File: src/rtl/sdio_cmd.sv
// SD/SDIO CMD-line engine: serialises a 48-bit command on tx_en strobes and
// optionally captures a 48/136-bit response on rx_en strobes, then holds busy for the NCC gap.
module sdio_cmd #(
  parameter int TIMEOUT = 64,
  parameter int NCC     = 8
) (
  input  logic         sd_clk,
  input  logic         sd_rst,
  input  logic         tx_en,
  input  logic         rx_en,
  input  logic         cmd_start,
  input  logic [5:0]   cmd_index,
  input  logic [31:0]  cmd_arg,
  input  logic [1:0]   resp_type,
  input  logic         cmd_i,
  output logic         cmd_o,
  output logic         cmd_oe,
  output logic         busy,
  output logic         done,
  output logic [127:0] resp,
  output logic [5:0]   resp_index,
  output logic         err_timeout,
  output logic         err_crc,
  output logic         err_end,
  output logic         err_index
);

  typedef enum logic [2:0] {S_IDLE, S_TX, S_WAIT, S_RX, S_NCC} state_t;

  localparam logic [7:0] TO_LAST  = 8'(TIMEOUT - 1);
  localparam logic [7:0] NCC_LAST = 8'(NCC - 1);

  function automatic logic [6:0] crc7_step(input logic [6:0] crc, input logic b);
    logic fb;
    fb = crc[6] ^ b;
    return {crc[5:0], 1'b0} ^ (fb ? 7'h09 : 7'h00);
  endfunction

  function automatic logic [6:0] crc7_40(input logic [39:0] d);
    logic [6:0] c;
    c = 7'h00;
    for (int i = 39; i >= 0; i--) c = crc7_step(c, d[i]);
    return c;
  endfunction

  state_t       state, state_nxt;
  logic [47:0]  tx_sr;
  logic [126:0] rx_sr;
  logic [127:0] rx_nxt;
  logic [7:0]   bit_cnt, wait_cnt, ncc_cnt;
  logic [6:0]   crc;
  logic [5:0]   idx_q;
  logic [1:0]   type_q;
  logic [7:0]   rx_last_cnt;
  logic         crc_in;
  logic         accept, tx_bit, tx_release, wait_tick, w_timeout;
  logic         rx_start, rx_bit, rx_last, ncc_tick, ncc_end;

  assign rx_nxt      = {rx_sr, cmd_i};
  assign rx_last_cnt = (type_q == 2'b10) ? 8'd135 : 8'd47;
  // 136-bit CRC skips the start/transmission/reserved header byte
  assign crc_in      = (type_q == 2'b10) ? (bit_cnt >= 8'd8 && bit_cnt < 8'd128)
                                         : (bit_cnt < 8'd40);

  always_ff @(posedge sd_clk or posedge sd_rst) begin
    if (sd_rst) state <= S_IDLE;
    else        state <= state_nxt;
  end

  always_comb begin
    state_nxt  = state;
    accept     = 1'b0;
    tx_bit     = 1'b0;
    tx_release = 1'b0;
    wait_tick  = 1'b0;
    w_timeout  = 1'b0;
    rx_start   = 1'b0;
    rx_bit     = 1'b0;
    rx_last    = 1'b0;
    ncc_tick   = 1'b0;
    ncc_end    = 1'b0;
    case (state)
      S_IDLE: if (cmd_start) begin
        accept    = 1'b1;
        state_nxt = S_TX;
      end
      S_TX: if (tx_en) begin
        if (bit_cnt == 8'd48) begin
          tx_release = 1'b1;
          state_nxt  = (type_q == 2'b00) ? S_NCC : S_WAIT;
        end else begin
          tx_bit = 1'b1;
        end
      end
      S_WAIT: if (rx_en) begin
        if (!cmd_i) begin
          rx_start  = 1'b1;
          state_nxt = S_RX;
        end else if (wait_cnt == TO_LAST) begin
          w_timeout = 1'b1;
          state_nxt = S_NCC;
        end else begin
          wait_tick = 1'b1;
        end
      end
      S_RX: if (rx_en) begin
        rx_bit = 1'b1;
        if (bit_cnt == rx_last_cnt) begin
          rx_last   = 1'b1;
          state_nxt = S_NCC;
        end
      end
      S_NCC: if (tx_en) begin
        if (ncc_cnt == NCC_LAST) begin
          ncc_end   = 1'b1;
          state_nxt = S_IDLE;
        end else begin
          ncc_tick = 1'b1;
        end
      end
      default: state_nxt = S_IDLE;
    endcase
  end

  always_ff @(posedge sd_clk or posedge sd_rst) begin
    if (sd_rst) begin
      tx_sr       <= '0;
      rx_sr       <= '0;
      bit_cnt     <= '0;
      wait_cnt    <= '0;
      ncc_cnt     <= '0;
      crc         <= '0;
      idx_q       <= '0;
      type_q      <= '0;
      cmd_o       <= 1'b0;
      cmd_oe      <= 1'b0;
      busy        <= 1'b0;
      done        <= 1'b0;
      resp        <= '0;
      resp_index  <= '0;
      err_timeout <= 1'b0;
      err_crc     <= 1'b0;
      err_end     <= 1'b0;
      err_index   <= 1'b0;
    end else begin
      done <= 1'b0;
      if (accept) begin
        tx_sr       <= {2'b01, cmd_index, cmd_arg, crc7_40({2'b01, cmd_index, cmd_arg}), 1'b1};
        idx_q       <= cmd_index;
        type_q      <= resp_type;
        bit_cnt     <= '0;
        wait_cnt    <= '0;
        ncc_cnt     <= '0;
        busy        <= 1'b1;
        err_timeout <= 1'b0;
        err_crc     <= 1'b0;
        err_end     <= 1'b0;
        err_index   <= 1'b0;
      end
      if (tx_bit) begin
        cmd_oe  <= 1'b1;
        cmd_o   <= tx_sr[47];
        tx_sr   <= {tx_sr[46:0], 1'b0};
        bit_cnt <= bit_cnt + 8'd1;
      end
      if (tx_release) begin
        cmd_oe <= 1'b0;
        cmd_o  <= 1'b0;
        done   <= (type_q == 2'b00);
      end
      if (wait_tick) wait_cnt <= wait_cnt + 8'd1;
      if (w_timeout) begin
        err_timeout <= 1'b1;
        done        <= 1'b1;
      end
      // start bit is a 0 and leaves an init-0 CRC unchanged
      if (rx_start) begin
        bit_cnt <= 8'd1;
        crc     <= '0;
        rx_sr   <= '0;
      end
      if (rx_bit) begin
        rx_sr   <= rx_nxt[126:0];
        bit_cnt <= bit_cnt + 8'd1;
        if (crc_in) crc <= crc7_step(crc, cmd_i);
      end
      if (rx_last) begin
        done    <= 1'b1;
        err_end <= ~rx_nxt[0];
        err_crc <= (type_q == 2'b01 || type_q == 2'b10) && (crc != rx_nxt[7:1]);
        err_index <= (type_q == 2'b01) && (rx_nxt[45:40] != idx_q);
        if (type_q == 2'b10) begin
          resp       <= {rx_nxt[127:1], 1'b0};
          resp_index <= '0;
        end else begin
          resp       <= {96'b0, rx_nxt[39:8]};
          resp_index <= rx_nxt[45:40];
        end
      end
      if (ncc_tick) ncc_cnt <= ncc_cnt + 8'd1;
      if (ncc_end)  busy    <= 1'b0;
    end
  end

endmodule

File: config.mk
export PLATFORM = sky130hd
export DESIGN_NAME = sdio_cmd
export DESIGN_NICKNAME = d
export VERILOG_FILES = /design/src/rtl/sdio_cmd.sv
export SDC_FILE = /design/constraint.sdc
export NUM_CORES = 1
export LEC_CHECK = 0
export ABC_AREA = 1
export ABC_CLOCK_PERIOD_IN_PS = 22700
export CORE_MARGIN = 10
export CORE_UTILIZATION = 30
export CTS_CLUSTER_DIAMETER = 120
export DETAILED_ROUTE_END_ITERATION = 16
export PLACE_DENSITY_LB_ADDON = 0.1
export SYNTH_ARGS = -nofsm -noshare
export SYNTH_HDL_FRONTEND = slang
export SYNTH_SLANG_ARGS = --single-unit
File: constraint.sdc
create_clock -name sd_clk -period 22.7 [get_ports sd_clk]
set_input_delay 4.54 -clock sd_clk [delete_from_list [all_inputs] [get_ports sd_clk]]
set_output_delay 4.54 -clock sd_clk [all_outputs]
set_load 0.03 [all_outputs]
After elaboration in Yosys (flattened, before gate mapping). Index checks and enable logic that the tools add are counted.

Register bits after elaboration: 359. Input bits: 46. Output and inout port bits: 142. Logic and storage cells: 252.

$add $sub $neg: 3. $lt $le $gt $ge: 3. Equal/unequal tests: 21. Multiplexer cells: 112. Bitwise gates (word level): 78. Reduce and logical (&&, ||, !) cells: 16.

Operators with widths (number): $xor A7 B4 Y7 (37); $mux W127 (2); $mux W4 (39); $mux W128 (1); $mux W48 (2); $mux W8 (7); $mux W1 (45); $xor A1 B1 Y1 (36); $mux W3 (11); $add A8 B1 Y8 const B (3); $mux W7 (3); $eq A8 B6 Y1 const B (2); $ne A2 B2 Y1 const B (8); $reduce_bool A2 Y1 (8); $pmux W3 S5 (1); $reduce_and A9 Y1 (1); $eq A8 B3 Y1 const B (1); $eq A8 B8 Y1 (1); $ge A8 B4 Y1 const B (1); $lt A8 B6 Y1 const B (1); $lt A8 B8 Y1 const B (1); $ne A7 B7 Y1 (1); $eq A3 B2 Y1 const B (2); $mux W6 (1); 15 further kinds (18).

Depth between registers and ports, before layout. Gate-level depths: netlist of run 1.

Word-level depth: 111. Mapped depth: 27. Depth with buffers taken out: 27.

Worst setup path after synthesis of run 1. No wires, ideal clock.

Path kind: input-to-reg. Start point: input port cmd_arg[31]. End point: register tx_sr[4]. Setup time: 0.117 ns. Arrival time: 6.198 ns. Data required time: 22.583 ns. Setup slack: 16.385 ns. Stages: 26. Path buffers: 0. Cell sequence: inv_1 nand2_1 nand2_1 nand2_2 nand2_1 nand2_1 nand2_1 inv_1 nand2_1 nand2_1 nand2_1 nand2_1 nand2_1 nand2_1 nand2_2 nand2_1 nand3_2 nand2_2 inv_2 nand2_1 nand2_1 nand2_1 nand2_1 nand2_1 nand3_1 nand2_1.

Cells in the longest elaborated chain, start to end: 50. Elaborated cells between the ends (all ways): 68. Classes of those cells: mux: 19; bitwise: 49.

RTL lines: start, declared (RTL line 13) `input logic [31:0] cmd_arg,`; $xor A1 B1 Y1 * (RTL line 35) `fb = crc[6] ^ b;`; $mux W4 * (RTL line 36) `return {crc[5:0], 1'b0} ^ (fb ? 7'h09 : 7'h00);`; $xor A7 B4 Y7 * (4 in a row) (RTL line 36); $xor A1 B1 Y1 / $xor A7 B4 Y7 (equally long branches) (RTL line 35, 36); $mux W4 / $xor A7 B4 Y7 (equally long branches) (RTL line 36); $xor A7 B4 Y7 * (4 in a row) (RTL line 36); $xor A1 B1 Y1 / $xor A7 B4 Y7 (equally long branches) (RTL line 35, 36); $mux W4 / $xor A7 B4 Y7 (equally long branches) (RTL line 36); [... 22 more ...]; $xor A1 B1 Y1 / $xor A7 B4 Y7 (equally long branches) (RTL line 35, 36); $mux W4 / $xor A7 B4 Y7 (equally long branches) (RTL line 36); $xor A7 B4 Y7 * (4 in a row) (RTL line 36); $xor A1 B1 Y1 / $xor A7 B4 Y7 (equally long branches) (RTL line 35, 36); $mux W4 / $xor A7 B4 Y7 (equally long branches) (RTL line 36); $xor A7 B4 Y7 * (4 in a row) (RTL line 36); $mux W48 * (RTL line 147) `if (accept) begin`; $mux W48 * (RTL line 160) `if (tx_bit) begin`; end signal, assigned (RTL line 148) `tx_sr <= {2'b01, cmd_index, cmd_arg, crc7_40({2'b01, cmd_index, cmd_arg}), 1'b1};`; end signal, assigned (RTL line 163) `tx_sr <= {tx_sr[46:0], 1'b0};`; end, declared (RTL line 47) `logic [47:0] tx_sr;`.

Mark *: on every way between the ends. The rest lies on a longest branch, timed or not. The select of a mux whose other input is x is not followed. A chain may end at the register's enable or synchronous reset.

Worst setup path in the final report of run 1.
Start point: input port cmd_start. End point: register bit_cnt[2].

Cells in the longest elaborated chain, start to end: 3.

RTL lines: start, declared (RTL line 11) `input logic cmd_start,`; $mux W1 (RTL line 83) `S_IDLE: if (cmd_start) begin`; $mux W1 (RTL line 82) `case (state)`; $reduce_bool A4 Y1 (no source line); end signal, assigned (RTL line 164) `bit_cnt <= bit_cnt + 8'd1;`; end signal, assigned (RTL line 184) `bit_cnt <= bit_cnt + 8'd1;`; end, declared (RTL line 50) `logic [7:0] bit_cnt, wait_cnt, ncc_cnt;`.

Every way passes these cells.

==> flow_summary_export.csv, run 1 <==
group,metric,value,unit
job,maxCapViolCount,0,
synthesis,synthAdderAreaFrac,0.005562,
die,top_level_ports,188,
die,die_h,249.1,µm
placement,placed_cells,2542,
synthesis,postSynthAreaPerCell,8.968,µm²
synthesis,synth_edf_count,0,
synthesis,yosys.cell_types.count,36,
synthesis,synth_top_family_by_area,"simple AND/OR/NAND/NOR gates",
synthesis,synth_commonest_cells,"433 x nand2_1, 359 x dfrtp_1, 234 x inv_1, 137 x o22ai_1, 103 x o21ai_0",
route,routedWlPerCell,17.12,µm
sta,rsz0062_at_grt,"no",
pwr,powerDensity,102.4,nW/µm²
placement,hpwl,29.78,mm
route,wl,44.87,mm
synthesis,synth.area.top_cells,"dfrtp_1 57%, nand2_1 10%, inv_1 5.6%",
sta,min_period,7.665,ns
die,dieArea,62060,µm²
cts,clk-insertion-delay-late,0.55,ns
cts,clk_pin_slew_worst_paths,0.06,ns
synthesis,netlist_area,15750,µm²
cts,numCtsBuffers,43,
sta,clock_skew,0.02231,ns
sta,tightest_slew,1.132,ns
final_layout,syn_to_final_growth,24.94,%
cts,clock-sinks,359,
synthesis,synthesis.nets,1809,
cts,cts_root_buf,"clkbuf_16",
final_layout,multi_input_area,5525,µm²
synthesis,synth_area_leader_cell,"dfrtp_1",
die,start_util,0.3051,
sta,fin_crit_sh,0.3377,
synthesis,synth_cells,1756,
die,rows,83,
synthesis,yosys.area.top_type_share,0.5705,
cts,cts_resized,0,
route,first_pass_iters,6,
sta,slew_viol_final,0,
synthesis,synth_compound_area_frac,0.1632,
final_layout,stdcell_count,2621,
global_routing,grt_pass1_vias,12530,
global_routing,grt_first_pass_wirelength,73.00,mm
cts,cts_tree,"yes",
sta,finalSetupViolCount,0,
sta,tns,0,ns
worst_setup_path,worstSetupStartpointType,"input port",
final_layout,stdcell_area,19680,µm²
synthesis,synthFlopType,"dfrtp_1",
route,highest_layer,"met4",
placement,place_area,18260,µm²
route,drtIter0Drc,786,
pwr,leakage,8.885,nW
cts,cts_buffer_depth,3,
sta,max_slew_margin,0.2451,
global_routing,grt_usage,0.1426,
synthesis,ys_async_sr_fraction,1.000,
final_layout,drive_gt1_frac,0.07113,
route,vias_per_cell,4.798,
global_routing,grt-ovfl-total,0,
pwr,peakVddDrop,0.04487,mV
route,drc,0,
final_layout,finish.net_count,1960,
die,die_w,249.1,µm
synthesis,muxShareOfSynthArea,0,
route,wl_met1,21.47,mm
synthesis,synth-simple-area-share,0.1695,
route,vias,12580,
worst_setup_path,critPathCaptureType,"register",
placement,io_buffers,187,
sta,max_freq,130.5,MHz
placement,place.gp.congestion,0.8346,
synthesis,synthMostInstantiatedCell,"nand2_1",
outcome,status,"completed",
cts,htreeDepth,2,
route,ant_nets,0,
final_layout,fillers,5243,
worst_setup_path,crit_required,23.16,ns
cts,postCtsSetupBuffers,0,
final_layout,seq_area,8984,µm²
sta,hold_violations,0,
cts,cts-hold-fix-buffers,0,
synthesis,ys_ff_latch,359,
worst_setup_path,crit_fanout,47,
route,met3_length,1.925,mm
global_routing,antenna_found_initial,0,
min_path,holdCritPathClass,"reg2reg",
die,core_area,51610,µm²
synthesis,ys_warn_count,0,
synthesis,yosysSeqAreaShare,0.5705,
worst_setup_path,cp.arrival,8.12,ns
synthesis,synth_xor_xnor_area_share,0.01057,
worst_setup_path,worstSetupPathType,"in2reg",
global_routing,grt_max_degree,155,
route,routed-wl-met2,20.57,mm
-- area by class of cell --
cell class | instances | area share
inverter | 247 | 0.04769
tap | 680 | 0.04324
clock inverter | 15 | 0.006804
timing repair buffer | 197 | 0.09959
sequential | 359 | 0.4566
multi-input combinational | 1059 | 0.2808
antenna | 1 | 0.0001272
clock buffer | 63 | 0.06512
-- state kept, by name, indices dropped and copies added, names as in the netlist --
register / count
resp: 128
rx_sr: 127
tx_sr: 48
bit_cnt: 8
ncc_cnt: 8
wait_cnt: 8
crc: 7
idx_q: 6
resp_index: 6
state: 3
type_q: 2
busy: 1
cmd_o: 1
cmd_oe: 1
done: 1
err_crc: 1
err_end: 1
err_index: 1
err_timeout: 1
-- where the power goes --
part           switching, mW  total (mW)  internal (mW)
logic                  0.368       0.530          0.161
clock network          0.272       0.685          0.413
registers             0.0540       0.801          0.747
total                  0.694        2.02           1.32
-- stage by stage --
stage	setup slack, ns	utilization	hold slack [ns]	power, mW
2_1_floorplan	8.198	-	0.4412	1.192
4_1_cts	14.95	0.3812	0.4703	2.051
5_1_grt	14.53	0.3812	0.4967	2.162
3_5_place_dp	14.35	0.3537	0.4633	1.349
6_report	15.03	0.3812	0.4688	2.016
3_3_place_gp	14.49	0.3537	0.4622	1.344
-- path summary, 6_finish.rpt --
kind,from,endpoint,slack (ns),cells past startpoint
setup reg to reg,type_q[0],resp[89],17.51,10
setup / recovery,cmd_start,bit_cnt[2],15.03,11
min in group asynchronous,sd_rst,resp[118],4.49,2
hold reg to reg,ncc_cnt[7],ncc_cnt[7],0.47,1
max in group asynchronous,sd_rst,resp[98],16.61,3
hold / removal,ncc_cnt[7],ncc_cnt[7],0.47,1
-- kinds of logic after synthesis --
kind of cell    Yosys count
fa+ha+maj                 7
flops                   359
compound gates          402
xor+xnor                 19
simple gates            631
buf+inv                 338
-- worst max-delay path, stage by stage --
cell,delay (ns)
clkdlybuf4s50_1,0.44
nand3_2,0.08
buf_4,0.42
inv_1,0.53
nor2_4,0.85
inv_2,0.26
nor2_1,0.32
inv_1,0.16
nand2_1,0.14
inv_1,0.10
a211oi_1,0.24
-- placed cells by master, fill, tap and decap left out, types with 3 or more instances in the layout --
master | synthesis | routed
clkbuf_16 | 0 | 43
o211ai_1 | 24 | 24
nand3_1 | 91 | 90
nor3_1 | 9 | 9
nand4_1 | 5 | 5
clkbuf_8 | 0 | 13
nand2_1 | 433 | 431
ha_1 | 7 | 6
buf_4 | 0 | 9
nand3_2 | 7 | 8
inv_2 | 11 | 9
dfrtp_1 | 359 | 359
o21ai_0 | 103 | 103
clkinv_2 | 0 | 11
nand3b_1 | 5 | 5
nor4_1 | 6 | 6
a21oi_1 | 16 | 16
clkbuf_1 | 80 | 7
o22ai_1 | 137 | 137
nor2_1 | 43 | 41
xor2_1 | 14 | 14
o31ai_1 | 102 | 102
nand2_2 | 30 | 30
clkdlybuf4s50_1 | 0 | 187
xnor2_1 | 5 | 5
inv_1 | 234 | 233
nand2_4 | 1 | 3
o221ai_1 | 9 | 9
-- routing by layer --
metal | vias to the layer above | GRT usage
met1 | 6115 | 0.1988
li1 | 6187 | -
met3 | 50 | 0.02556
met5 | - | 0
met2 | 223 | 0.2218
met4 | 0 | 0.04074
(Power assumes the default switching activity.)
==> run 2: changes to the inputs <==
Settings changed: ABC_CLOCK_PERIOD_IN_PS 22700 to 6500.
Clock period 22.7 ns to 6.5 ns, I/O delays scaled along.
==> run 2 against run 1 <==
Compared with the run above: critical path type unchanged; highest routed layer is now met5; clock skew decreased by 0.0037 ns; sequential share of layout area shrank 0.31 points; hold slack improved by 0.0088 ns; sequential power rose to 3.5 times the previous value; combinational power rose to 3.5 times the previous value; via count down 0.11%; wire length rose by 1.5%; setup slack lost 12 ns; non-clock buffer count up 2; final area rose by 0.67%; first-iteration DRC count up 11%; clock power grew to 3.7 times the previous value.
==> flow_summary_export.csv, run 2 (synthesis results as in run 1) <==
group,metric,value,unit
outcome,status,"completed",
global_routing,grt_max_degree,168,
cts,htreeDepth,2,
worst_setup_path,crit_start,"rx_en",
global_routing,grt_pass1_vias,12400,
cts,cts_tree,"yes",
global_routing,grt_usage,0.1421,
pwr,leakage,8.937,nW
sta,max_freq,261.7,MHz
final_layout,multi_input_area,5525,µm²
final_layout,final_cell_mix,"431 x nand2_1, 359 x dfrtp_1, 233 x inv_1",
final_layout,finish.net_count,1962,
pwr,powerDensity,364.4,nW/µm²
worst_setup_path,rr_endpoint,"resp[63]",
die,rows,83,
sta,max_slew_margin,0.2542,
final_layout,stdcell_area,19810,µm²
sta,clock_skew,0.01862,ns
worst_setup_path,r2r-start,"type_q[0]",
cts,cts_resized,0,
final_layout,diodes,0,
route,routedWlPerCell,17.36,µm
worst_setup_path,crit_family,"compound AO/OA/AOI/OAI gates",
route,drc,0,
sta,rsz0062_at_grt,"no",
placement,place.gp.congestion,0.8156,
worst_setup_path,crit_cells,6,
final_layout,largest_reg_flops,128,
sta,slew_viol_final,0,
cts,clk-insertion-delay-late,0.57,ns
sta,fin_crit_sh,0.5878,
worst_setup_path,critPathCaptureType,"register",
cts,cts-hold-fix-buffers,0,
cts,clk_pin_slew_worst_paths,0.06,ns
worst_setup_path,critPathMaxStageDelay,0.84,ns
sta,hold_violations,0,
die,die_h,249.1,µm
die,start_util,0.3051,
final_layout,top_register,"resp",
route,vias_per_cell,4.789,
cts,cts_root_buf,"clkbuf_16",
die,die_w,249.1,µm
sta,whs,0.4776,ns
final_layout,fillers,5218,
cts,numCtsBuffers,43,
worst_setup_path,ff2ff_path_depth,9,
worst_setup_path,worstPathCellList,"clkdlybuf4s50_1, nand4_1, a2111oi_0, nand2_4, buf_4, o31ai_1",
worst_setup_path,cp_slowest_cell,"a2111oi_0",
sta,tightest_slew,1.119,ns
worst_setup_path,crit_fanout,72,
route,drtIter0Drc,872,
final_layout,seq_area,8984,µm²
sta,min_period,3.821,ns
worst_setup_path,worstSetupPathType,"in2reg",
die,top_level_ports,188,
global_routing,antenna_found_initial,1,
placement,hpwl,30.44,mm
die,dieArea,62060,µm²
job,maxCapViolCount,0,
pwr,p_total,7.218,mW
min_path,holdCritPathClass,"reg2reg",
placement,io_buffers,187,
cts,postCtsSetupBuffers,0,
placement,place_area,18290,µm²
route,ant_nets,0,
die,core_area,51610,µm²
final_layout,syn_to_final_growth,25.78,%
route,wl,45.52,mm
worst_setup_path,worstSetupStartpointType,"input port",
worst_setup_path,endpoint,"resp[63]",
final_layout,drive_gt1_frac,0.07411,
final_layout,mostFrequentLayoutCell,"nand2_1",
route,vias,12560,
pwr,peakVddDrop,0.1620,mV
cts,clock-sinks,359,
worst_setup_path,crit_required,6.96,ns
final_layout,reg_top3,"resp (128), rx_sr (127), tx_sr (48)",
worst_setup_path,timing.critical_path.buf_inv,2,
worst_setup_path,cp.arrival,4.28,ns
sta,tns,0,ns
route,first_pass_iters,5,
sta,finalSetupViolCount,0,
cts,cts_buffer_depth,3,
global_routing,grt-ovfl-total,0,
worst_setup_path,timing.reg2reg.setup_slack,2.87,ns
global_routing,grt_first_pass_wirelength,72.26,mm
-- run 2: cell types whose count changed in the layout (fill, tap and decap cells not counted), moves of 2 or more --
cell and delta:
clkbuf_1 -3, buf_12 +2, clkinv_2 -2, clkinvlp_4 +3, bufinv_16 +3
-- run 2: how the worst min path moves through the flow --
stage | start | end | slack (ns) | cells after the start
floorplan | ncc_cnt[7] | ncc_cnt[7] | 0.44 | 1
global placement | tx_sr[44] | tx_sr[44] | 0.46 | 2
detailed placement | tx_sr[45] | tx_sr[45] | 0.47 | 2
CTS | tx_sr[44] | tx_sr[44] | 0.48 | 2
global route | tx_sr[45] | tx_sr[45] | 0.50 | 2
finish | resp[122] | resp[122] | 0.48 | 2
-- run 2: worst min-delay path: stages (launching register included) --
cell and delay, ns:
dfrtp_1 0.34, nand2_1 0.05, o31ai_1 0.05
-- run 2: report_power, final --
part / internal [mW] / switching (mW) / total (mW)
sequential: 2.61 / 0.190 / 2.80
combinational: 0.567 / 1.30 / 1.86
clock: 1.56 / 0.999 / 2.56
-- run 2: layout make-up --
cell class / count / share of cell area
Sequential cell: 359 / 0.4535
Multi-Input combinational cell: 1059 / 0.2789
Timing Repair Buffer: 199 / 0.1009
Clock buffer: 59 / 0.06342
Inverter: 247 / 0.04719
Tap cell: 680 / 0.04295
Clock inverter: 20 / 0.01301
-- run 2: layer usage --
metal	part of all wire	wire (µm)	GRT usage	vias to the layer above
li1	-	-	-	6189
met1	0.48	22080	0.1987	6086
met2	0.45	20350	0.2174	224
met3	0.047	2125	0.03096	60
met4	0.021	956	0.03832	2
met5	0.00037	17	0	-
-- run 2: stage by stage --
stage,setup slack (ns),std cells,util
5_1_grt,2.409,2623,0.3838
3_3_place_gp,2.091,2544,0.3544
3_5_place_dp,2.098,2544,0.3544
6_report,2.679,2623,0.3838
4_1_cts,2.686,2623,0.3838
2_1_floorplan,0.3877,1756,-
==> run 3: changes to the inputs <==
Settings changed: ABC_CLOCK_PERIOD_IN_PS 6500 to 3490.
Clock period 6.5 ns to 3.49 ns, I/O delays scaled along.
==> run 3 against run 2 <==
Compared with the run above: sequential cell count unchanged; setup slack lost 2.2 ns; clock power up 70%; critical path type unchanged.
==> flow_summary_export.csv, run 3 (synthesis results as in run 1) <==
group,metric,value,unit
placement,place.gp.congestion,0.8341,
worst_setup_path,cp.arrival,3.49,ns
cts,cts_buffer_depth,3,
worst_setup_path,crit_start,"cmd_index[4]",
route,vias_per_cell,4.781,
worst_setup_path,timing.reg2reg.setup_slack,0.60,ns
route,vias,12600,
final_layout,drive_gt1_frac,0.07366,
sta,tightest_slew,1.101,ns
sta,rsz0062_at_grt,"no",
cts,cts_resized,0,
sta,max_freq,327.9,MHz
pwr,p_seq_frac,0.398,
cts,cts_root_buf,"clkbuf_16",
final_layout,final_cell_mix,"431 x nand2_1, 359 x dfrtp_1, 233 x inv_1",
pwr,switchingPower,4.544,mW
final_layout,top_register,"resp",
final_layout,syn_to_final_growth,26.04,%
final_layout,stdcell_area,19850,µm²
cts,numCtsBuffers,43,
cts,cts-hold-fix-buffers,0,
worst_setup_path,r2r-start,"type_q[0]",
global_routing,grt_max_degree,128,
global_routing,grt_usage,0.1450,
cts,clk_pin_slew_worst_paths,0.06,ns
cts,clk-insertion-delay-late,0.56,ns
worst_setup_path,ff2ff_path_depth,10,
sta,clock_skew,0.02203,ns
worst_setup_path,critPathCaptureType,"register",
final_layout,finish.net_count,1977,
sta,hold_violations,0,
pwr,pwr-share-comb,0.270,
placement,dp_slack,-0.08349,ns
pwr,power.internal,8.561,mW
die,core_area,51610,µm²
cts,clock-sinks,359,
cts,htreeDepth,2,
worst_setup_path,crit_fanout,5,
pwr,swShare,0.3467,
route,first_pass_iters,5,
sta,max_slew_margin,0.2657,
job,maxCapViolCount,0,
sta,min_period,3.049,ns
route,ant_nets,0,
pwr,clkPwrFrac,0.332,
pwr,powerDensity,660.3,nW/µm²
die,rows,83,
global_routing,grt_first_pass_wirelength,74.30,mm
worst_setup_path,rr_endpoint,"resp_index[5]",
cts,cts_tree,"yes",
global_routing,grt_pass1_vias,12760,
worst_setup_path,endpoint,"tx_sr[4]",
global_routing,antenna_found_initial,1,
global_routing,grt-ovfl-total,0,
sta,fin_crit_sh,0.8738,
route,drc,0,
placement,placed_cells,2559,
placement,place_area,18490,µm²
die,die_w,249.1,µm
die,start_util,0.3051,
min_path,holdCritPathClass,"reg2reg",
worst_setup_path,worstSetupPathType,"in2reg",
placement,hpwl,31.30,mm
placement,io_buffers,187,
pwr,leakage,8.966,nW
cts,postCtsSetupBuffers,0,
worst_setup_path,worstSetupStartpointType,"input port",
sta,finalWorstSetupSlack,0.4405,ns
sta,finalSetupViolCount,0,
final_layout,mostFrequentLayoutCell,"nand2_1",
die,dieArea,62060,µm²
final_layout,reg_top3,"resp (128), rx_sr (127), tx_sr (48)",
route,wl,46.05,mm
route,drtIter0Drc,881,
final_layout,fillers,5275,
sta,slew_viol_final,0,
route,routedWlPerCell,17.47,µm
outcome,status,"completed",
die,top_level_ports,188,
worst_setup_path,crit_required,3.93,ns
final_layout,stdcell_count,2636,
die,die_h,249.1,µm
pwr,peakVddDrop,0.3653,mV
final_layout,largest_reg_flops,128,
-- run 3: changes by cell type in the layout (fill, tap and decap cells not counted), sizes merged --
cell / change
bufinv: -3
clkbuf: +9
diode: +1
buf: +15
clkinv: -4
clkinvlp: -3
inv: -2
-- run 3: worst min path at each step --
stage | to | startpoint | cells after the start | slack, ns
finish | ncc_cnt[7] | ncc_cnt[7] | 1 | 0.48
global route | resp[55] | sd_rst | 2 | 0.49
CTS | resp[58] | sd_rst | 2 | 0.46
detailed placement | ncc_cnt[7] | ncc_cnt[7] | 1 | 0.46
global placement | ncc_cnt[7] | ncc_cnt[7] | 1 | 0.46
floorplan | ncc_cnt[7] | ncc_cnt[7] | 1 | 0.44
-- run 3: routing by layer --
metal / up-vias / global-route usage / part of all wire
li1: 6227 / - / -
met1: 6102 / 0.1982 / 0.48
met2: 223 / 0.2278 / 0.46
met3: 50 / 0.03055 / 0.045
met4: 0 / 0.03970 / 0.016
met5: - / 0 / 0
-- run 3: area by class of cell --
type | count | area [µm²] | share of cell area
antenna | 1 | 2.502 | 0.0001261
clock buffer | 68 | 1260 | 0.06348
clock inverter | 8 | 96.34 | 0.004854
inverter | 247 | 934.6 | 0.04709
multi-input combinational | 1059 | 5520 | 0.2781
sequential | 359 | 8984 | 0.4526
tap | 680 | 850.8 | 0.04287
timing repair buffer | 214 | 2200 | 0.1108
-- run 3: worst max-delay path, stage by stage --
cell             delay (ns)
clkdlybuf4s50_1        0.60
inv_2                  0.09
nand2_1                0.06
nand2_1                0.14
inv_1                  0.11
nand2_2                0.08
nand3_1                0.13
nand2_1                0.10
nand2_1                0.06
nand2_1                0.09
nand3_1                0.16
nand2_2                0.08
nand2_1                0.09
nand2_1                0.10
xnor2_1                0.23
nand2_2                0.14
nand2_4                0.11
nand2_1                0.05
nand2_1                0.05
nand2_1                0.06
nand2_1                0.08
nand2_1                0.05
nand3_1                0.07
nand2_1                0.05
-- run 3: power groups by stage --
stage	clock, mW	sequential (mW)	combinational, mW
final	4.35	5.22	3.54
after global routing	4.69	5.30	4.04
after CTS	4.53	5.22	3.60
after detailed placement	0	5.28	3.58
after global placement	0	5.28	3.55
after floorplan	0	5.22	2.54
-- run 3: metrics by stage --
step / setup TNS (ns) / util / hold WS, ns / power [mW]
after detailed placement: -0.2545 / 0.3582 / 0.4623 / 8.864
final: 0 / 0.3845 / 0.4786 / 13.11
after global placement: -0.2456 / 0.3582 / 0.4579 / 8.826
after CTS: 0 / 0.3845 / 0.4592 / 13.35
after floorplan: -725.29 / - / 0.4412 / 7.758
after global routing: 0 / 0.3845 / 0.4949 / 14.03
